$ cat config.mk
export PLATFORM = sky130hd
export DESIGN_NAME = gfp8_group_accumulator
export DESIGN_NICKNAME = d
export VERILOG_FILES = /design/src/rtl/gfp8_group_accumulator.sv
export SDC_FILE = /design/constraint.sdc
export NUM_CORES = 1
export LEC_CHECK = 0
export BUFFER_PORTS_ARGS = -buffer_cell sky130_fd_sc_hd__buf_2
export CAP_MARGIN = 40
export CORE_MARGIN = 2
export CORE_UTILIZATION = 28
export DETAILED_ROUTE_END_ITERATION = 16
export PLACE_DENSITY_LB_ADDON = 0.3
export SYNTH_ARGS = -nofsm -noshare
export SYNTH_HDL_FRONTEND = slang
export SYNTH_SLANG_ARGS = --single-unit
$ cat constraint.sdc
create_clock -name i_clk -period 19.4 [get_ports i_clk]
set_input_delay 2.91 -clock i_clk [delete_from_list [all_inputs] [get_ports i_clk]]
set_output_delay 2.91 -clock i_clk [all_outputs]
set_load 0.01 [all_outputs]
$ cat src/rtl/gfp8_group_accumulator.sv
// gfp8_group_accumulator: exponent-aligns and sums NUM_GROUPS group results into one GFP block result
module gfp8_group_accumulator #(
  parameter int NUM_GROUPS = 4,
  parameter int ACC_W = 40
) (
  input  logic             i_clk,
  input  logic             i_reset,
  input  logic             i_valid,
  output logic             o_ready,
  input  logic [31:0]      i_mantissa,
  input  logic [7:0]       i_exponent,
  output logic             o_valid,
  input  logic             i_ready,
  output logic [ACC_W-1:0] o_mantissa,
  output logic [7:0]       o_exponent,
  output logic [7:0]       o_group_cnt
);
  typedef enum logic {ACCUM, DONE} state_t;
  localparam logic [31:0] SH_MAX = 32'(ACC_W - 1);
  localparam logic [8:0] LAST = 9'(NUM_GROUPS - 1);
  state_t state_q, state_d;
  logic signed [ACC_W-1:0] acc_q, acc_d, m_ext, sum;
  logic signed [7:0] acc_exp_q, acc_exp_d, exp_sum;
  logic acc_nz_q, acc_nz_d;
  logic [8:0] cnt_q, cnt_d;
  logic [ACC_W-1:0] out_m_q, out_m_d;
  logic [7:0] out_e_q, out_e_d;
  logic signed [8:0] d;
  logic [31:0] mag, sh;
  logic in_xfer, out_xfer;
  // Align the smaller-exponent operand to the larger exponent, clamping huge shifts so the operand collapses to 0/-1
  always_comb begin
    m_ext = ACC_W'(signed'(i_mantissa));
    d = {i_exponent[7], i_exponent} - {acc_exp_q[7], acc_exp_q};
    mag = 32'(d[8] ? -d : d);
    sh = mag > SH_MAX ? SH_MAX : mag;
    sum = d > 0 ? (acc_q >>> sh) + m_ext : acc_q + (m_ext >>> sh);
    exp_sum = d > 0 ? i_exponent : acc_exp_q;
  end
  // Handshake FSM: accumulate until the last group, then hold the result until it is taken
  always_comb begin
    in_xfer = i_valid && state_q == ACCUM;
    out_xfer = i_ready && state_q == DONE;
    state_d = state_q;
    acc_d = acc_q;
    acc_exp_d = acc_exp_q;
    acc_nz_d = acc_nz_q;
    cnt_d = cnt_q;
    out_m_d = out_m_q;
    out_e_d = out_e_q;
    if (in_xfer) begin
      cnt_d = cnt_q + 9'd1;
      if (i_mantissa != 32'd0) begin
        acc_d = acc_nz_q ? sum : m_ext;
        acc_exp_d = acc_nz_q ? exp_sum : i_exponent;
        acc_nz_d = 1'b1;
      end
      if (cnt_q == LAST) begin
        state_d = DONE;
        out_m_d = acc_d;
        out_e_d = acc_exp_d;
      end
    end
    if (out_xfer) begin
      state_d = ACCUM;
      acc_d = '0;
      acc_exp_d = '0;
      acc_nz_d = 1'b0;
      cnt_d = '0;
    end
  end
  // State and datapath registers
  always_ff @(posedge i_clk) begin
    if (i_reset) begin
      state_q <= ACCUM;
      acc_q <= '0;
      acc_exp_q <= '0;
      acc_nz_q <= 1'b0;
      cnt_q <= '0;
      out_m_q <= '0;
      out_e_q <= '0;
    end else begin
      state_q <= state_d;
      acc_q <= acc_d;
      acc_exp_q <= acc_exp_d;
      acc_nz_q <= acc_nz_d;
      cnt_q <= cnt_d;
      out_m_q <= out_m_d;
      out_e_q <= out_e_d;
    end
  end
  assign o_ready = state_q == ACCUM;
  assign o_valid = state_q == DONE;
  assign o_mantissa = out_m_q;
  assign o_exponent = out_e_q;
  assign o_group_cnt = cnt_q[7:0];
endmodule

==> results of run 1 <==
area by class of cell:
class                   instances  share of cell area, %
clock inverters                 4                 0.3148
repair buffers                134                  5.198
well taps                     672                  5.424
multi-input cells            1785                  72.59
inverters                      41                 0.9928
clock buffers                  12                  1.655
flip-flops and latches        107                  13.83
tightest hold or removal path, stage by stage (launching register included):
cell	delay, ns
dfxtp_1	0.31
nand2_1	0.05
a21oi_1	0.05
cell usage after synthesis (all sizes together), types with 39 or more instances:
cell type  count
a21oi        226
nor2         227
mux2i         67
a31oi         39
xnor2         44
clkbuf        87
dfxtp        107
inv           39
buf           56
o211ai        40
ha            88
o21ai        130
nand2        344
a211oi        59
nand3         54
path summary, 6_finish.rpt:
kind,end,startpoint,slack (ns),depth (start not counted)
max,o_mantissa[39]$_SDFFE_PP0P_,i_exponent[0],8.07,30
min,o_mantissa[31]$_SDFFE_PP0P_,o_mantissa[31]$_SDFFE_PP0P_,0.46,2
max reg2reg,o_mantissa[39]$_SDFFE_PP0P_,acc_exp_q[0]$_SDFFE_PP0P_,10.42,28
min reg2reg,o_mantissa[31]$_SDFFE_PP0P_,o_mantissa[31]$_SDFFE_PP0P_,0.46,2
metrics by stage:
step                total power, mW  instance area [µm²]  utilization [%]
finish                        1.548                15500            30.96
global route                  1.633                15500            30.96
CTS                           1.514                15500            30.96
detailed placement            1.313                15200            30.35
global placement              1.312                15120            30.20
floorplan                    0.9736                14170                -
layer usage:
| layer | GRT usage (%) | up-vias | wire (µm) |
|---|---|---|---|
| met2 | 35.31 | 889 | 27110 |
| met5 | 0 | - | 0 |
| li1 | - | 7664 | - |
| met4 | 7.711 | 0 | 1965 |
| met1 | 36.12 | 7892 | 30720 |
| met3 | 3.855 | 97 | 6312 |
state kept, by name, indices dropped and copies added, names as in the netlist:
| signal | count |
|---|---|
| acc_q | 40 |
| o_exponent | 8 |
| acc_exp_q | 8 |
| acc_nz_q | 1 |
| cnt_q | 9 |
| o_valid | 1 |
| o_mantissa | 40 |
cell families after synthesis:
| logic type | Yosys count |
|---|---|
| AO/OA/AOI/OAI | 748 |
| AND/OR/NAND/NOR | 775 |
| XOR/XNOR | 75 |
| multiplexers | 96 |
| adder cells (fa/ha/maj) | 91 |
| buffers and inverters | 184 |
| flip-flops | 107 |
power breakdown:
| group | internal, mW | switching (mW) | leakage [nW] |
|---|---|---|---|
| Sequential | 0.232 | 0.0261 | 0.873 |
| Clock | 0.107 | 0.0880 | 0.153 |
| Combinational | 0.359 | 0.735 | 5.37 |
| Total | 0.698 | 0.849 | 6.39 |
==> results.md, run 1 <==
- Unique masters post-synth: 96
- Vias in the first global route: 15040
- Largest family of logic cells by synthesized area: compound AO/OA/AOI/OAI gates
- Syn Std Cell Area: 14170 µm²
- Post-Route WL: 66.11 mm
- Clock Latency Late Sink: 0.38 ns
- CP max FO: 54
- Leak: 6.393 nW
- Gpl congestion: 1.013
- Postcts setup bufs: 0
- Starting density of the core: 28.30%
- CP delay by family, top: compound AO/OA/AOI/OAI gates
- Fraction of layout cells with a size suffix above 1: 11.09%
- Syn_nets: 2211
- # fillers: 5534
- Final hold vios: 0
- Total CTS buffers: 9
- Cells after Synth: 2076
- Final worst-path cycle share: 58.40%
- TritonRoute pass-1 iters: 6
- Most frequent cells in the layout: nand2_1, a21oi_1, nor2_1, o21ai_0, dfxtp_1
- Area of the multi-input gates: 11250 µm²
- Port bufs: 101
- Post-synth EDFFs: 0
- Area Overhead vs Synth: 9.405%
- Post-route ant nets: 0
- Chip Width: 229.0 µm
- Max IR drop VDD: 35.76 µV
- Dpl cells: 2739
- H-tree levels: 3
- Maximum clock path buffer count: 2
- Post-Synth Adder-Cell Area: 8.195%
- RSZ-0062 raised after global routing: no
- Slew HR: 33.17%
- Core Rows: 82
- Worst setup SP type: input port
- Simple-gate area share of the yosys netlist: 24.17%
- Top FF cell, synth: dfxtp_1
- Kind of critical path: input port to register
- Place WS: 7.858 ns
- Final Instance Count excl. Fillers: 2755
- CTS tree: done
- Global route overflow: 0
- Final setup violation count: 0
- Routed via count: 16540
- Minimum clock period: 11.33 ns
- Worst hold slack: 0.4582 ns
- Slowest stage delay, CP: 0.75 ns
- Wire length per cell: 23.99 µm
- Core Area: 50070 µm²
- Vias per inst: 6.004
- Post-DP HPWL: 51.01 mm
- Post-CTS sizing: 0
- Mux cell area share after synthesis: 7.144%
- I/O pin cnt: 102
- Num Clock Sinks: 107
- Async SR Flop Fraction: 0%
- Power density cells: 99.86 nW/µm²
- Worst Path Buf+Inv: 4
- Die height: 229.0 µm
- CP most frequent cell: a211oi_1
- CTS root buffer: clkbuf_16
- Crit. End Element: register
- Post-synthesis register bit count: 107
- Synth top area cells: dfxtp_1, nand2_1, a21oi_1
- Worst Skew: 0.02064 ns
- Final Max Tran Viols: 0
- Max-Cap Viols: 0
- Fraction of the mapped netlist area in compound gates: 34.83%
- Data arrival, critical path: 11.61 ns
- Pin count of the biggest net entering global routing: 67
- Ant. Diodes: 0
- Syn avg cell area: 6.825 µm²
- Fmax: 0.08827 GHz
- Worst EP required: 19.68 ns
- Status: complete, no violations
- Global-route wire length before repair: 97.97 mm
- Post-synthesis xor/xnor area fraction: 4.689%
- Min-Delay Path Class: register to register
- Warnings from Yosys: 0
- GRT Resource Usage Total: 24.29%
- Die footprint: 52420 µm²
- Worst-margin pin slew: 0.9933 ns
- Crit path max-delay cell type: mux2_4
- Initial antenna violation count: 0
- Register area: 2143 µm²
- Final worst slack: 8.071 ns
- Number of DRC markers in iteration 0: 2358
- Clock slew at the register clock pins of the worst setup and hold paths: 0.08 ns
- Post-synthesis sequential area ratio: 15.12%
- Total negative slack: 0 ns
- Cell type with the largest total area after synthesis: dfxtp_1
- DRC violations left: 0
- NumNets Final: 2213
- Hold Buf Count CTS: 0
- Share of the synthesized area in the top cell type: 15.12%
- Commonest non-fill, non-tap cell in the layout: nand2_1
No activity file was read; power rests on OpenSTA's default activity.
==> inputs of run 2 (changes only) <==
clock period = 9.17 ns   (was 19.4 ns; I/O delays follow)
==> results.md, run 2 (synthesis results as in run 1) <==
- Routed via count: 17710 (+7.1%)
- TritonRoute pass-1 iters: 5 (-1)
- Final worst slack: 0.2834 ns (-7.787 ns)
- Fmax: 0.1125 GHz
- Post-Route WL: 73.31 mm (+11%)
- Power density cells: 217.7 nW/µm² (+120%)
- Dpl cells: 2970 (+8.4%)
- GRT Resource Usage Total: 27.05% (+2.8 points)
- Worst setup SP type: input port
- Global-route wire length before repair: 108.4 mm (+11%)
- Num Clock Sinks: 107 (unchanged)
- Vias in the first global route: 16250 (+8.0%)
- Crit. End Element: register
- Slew HR: 37.37% (+4.2 points)
- CP most frequent cell: buf_4
- Status: complete, no violations
- CP delay by family, top: compound AO/OA/AOI/OAI gates
- Chip Width: 229.0 µm (unchanged)
- Post-DP HPWL: 58.52 mm (+15%)
- Starting density of the core: 28.30% (unchanged)
- CTS root buffer: clkbuf_16
- Global route overflow: 0 (unchanged)
- Port bufs: 101 (unchanged)
- Slowest stage delay, CP: 0.69 ns (-0.06 ns)
- Leak: 7.596 nW (+19%)
- Wire length per cell: 24.48 µm (+2.0%)
- Worst Skew: 0.01640 ns (-0.004234 ns)
- Clock slew at the register clock pins of the worst setup and hold paths: 0.08 ns (about the same)
- Final setup violation count: 0 (unchanged)
- Util after Layout: 34.84% (+3.9 points)
- Core Rows: 82 (unchanged)
- Core Area: 50070 µm² (unchanged)
- Data arrival, critical path: 9.14 ns (-2.47 ns)
- Die height: 229.0 µm (unchanged)
- Final Max Tran Viols: 0 (unchanged)
- Kind of critical path: input port to register
- Max IR drop VDD: 100.9 µV (+180%)
- Post-route ant nets: 0 (unchanged)
- Hold Buf Count CTS: 0 (unchanged)
- Most frequent cells in the layout: nand2_1, buf_4, a21oi_1, nor2_1, o21ai_0
- Worst EP required: 9.42 ns (-10.26 ns)
- Vias per inst: 5.916 (-1.5%)
- Crit path max-delay cell type: or4b_2
- Initial antenna violation count: 4 (+4)
- Gpl congestion: 1.055 (+4.2%)
- Total CTS buffers: 9 (unchanged)
- I/O pin cnt: 102 (unchanged)
- H-tree levels: 3 (unchanged)
- Number of DRC markers in iteration 0: 1809 (-23%)
- Ant. Diodes: 0 (unchanged)
- Die footprint: 52420 µm² (unchanged)
- Clock Latency Late Sink: 0.37 ns (about the same)
- Worst Path Buf+Inv: 6 (+2)
- Place WS: -0.1925 ns (-8.051 ns)
- Area Overhead vs Synth: 23.11%
- Fraction of layout cells with a size suffix above 1: 20.46% (+9.4 points)
- Maximum clock path buffer count: 2 (unchanged)
- Worst-margin pin slew: 0.9332 ns (-0.06016 ns)
- Final Instance Count excl. Fillers: 2994 (+8.7%)
- Final hold vios: 0 (unchanged)
- Commonest non-fill, non-tap cell in the layout: nand2_1
- Pin count of the biggest net entering global routing: 71 (+6.0%)
- Minimum clock period: 8.887 ns
- Min-Delay Path Class: register to register
- CTS tree: done
- Max-Cap Viols: 0 (unchanged)
- NumNets Final: 2452 (+11%)
- CP max FO: 8 (-85%)
- DRC violations left: 0 (unchanged)
- Final worst-path cycle share: 96.91%
[run 2: worst paths after layout]
| check | slack [ns] | end | startpoint | cells past startpoint |
|---|---|---|---|---|
| worst max-delay path | 0.28 | o_mantissa[38]$_SDFFE_PP0P_ | i_exponent[0] | 32 |
| worst min-delay path | 0.45 | o_mantissa[2]$_SDFFE_PP0P_ | o_mantissa[2]$_SDFFE_PP0P_ | 2 |
| worst max register to register | 1.12 | o_mantissa[38]$_SDFFE_PP0P_ | acc_exp_q[0]$_SDFFE_PP0P_ | 30 |
| worst min register to register | 0.45 | o_mantissa[2]$_SDFFE_PP0P_ | o_mantissa[2]$_SDFFE_PP0P_ | 2 |
[run 2: what timing repair did]
action / in CTS / in global routing
setup buffers: 0 / 8
gates resized for setup: 0 / 4
setup endpoints to repair: 0 / 15
[run 2: through the flow]
| stage | cell area (µm²) | total power [mW] | TNS (ns) | hold WS, ns |
|---|---|---|---|---|
| global placement | 17000 | 3.272 | -1.127 | 0.4428 |
| CTS | 17360 | 3.706 | 0 | 0.4537 |
| finish | 17440 | 3.797 | 0 | 0.4497 |
| floorplan | 14170 | 2.060 | 0 | 0.4531 |
| detailed placement | 17040 | 3.268 | -0.9466 | 0.4453 |
| global route | 17440 | 3.997 | -0.2970 | 0.4799 |
[run 2: cell type report]
| type | count | area [µm²] |
|---|---|---|
| fillers | 5460 | 32630 |
| multi-input cells | 1785 | 11280 |
| repair buffers | 373 | 2710 |
| flip-flops and latches | 107 | 2143 |
| well taps | 672 | 840.8 |
| clock buffers | 11 | 252.7 |
| inverters | 41 | 153.9 |
| clock inverters | 5 | 66.31 |
[run 2: worst register-to-register path: cells and delay by family (launching register included)]
family	cells	cell delay, ns
fa+ha+maj	3	0.93
simple gates	5	1.52
compound gates	15	4.00
xor+xnor	2	0.38
flops	1	0.37
buf+inv	4	0.58
mux	1	0.15
[run 2: power by group]
part           leakage (nW)  switching [mW]  total [mW]  internal, mW
Combinational          6.57            1.70        2.83          1.13
Sequential            0.873          0.0547       0.546         0.491
Clock                 0.155           0.194       0.425         0.231
Total                  7.60            1.95        3.80          1.85
[run 2: routing by layer]
layer / up-vias / share of wire [%] / track usage (%)
li1: 8148 / - / -
met4: 2 / 2.7 / 7.549
met5: - / 0.019 / 0
met2: 917 / 42 / 40.20
met3: 112 / 9.8 / 5.002
met1: 8533 / 46 / 39.45
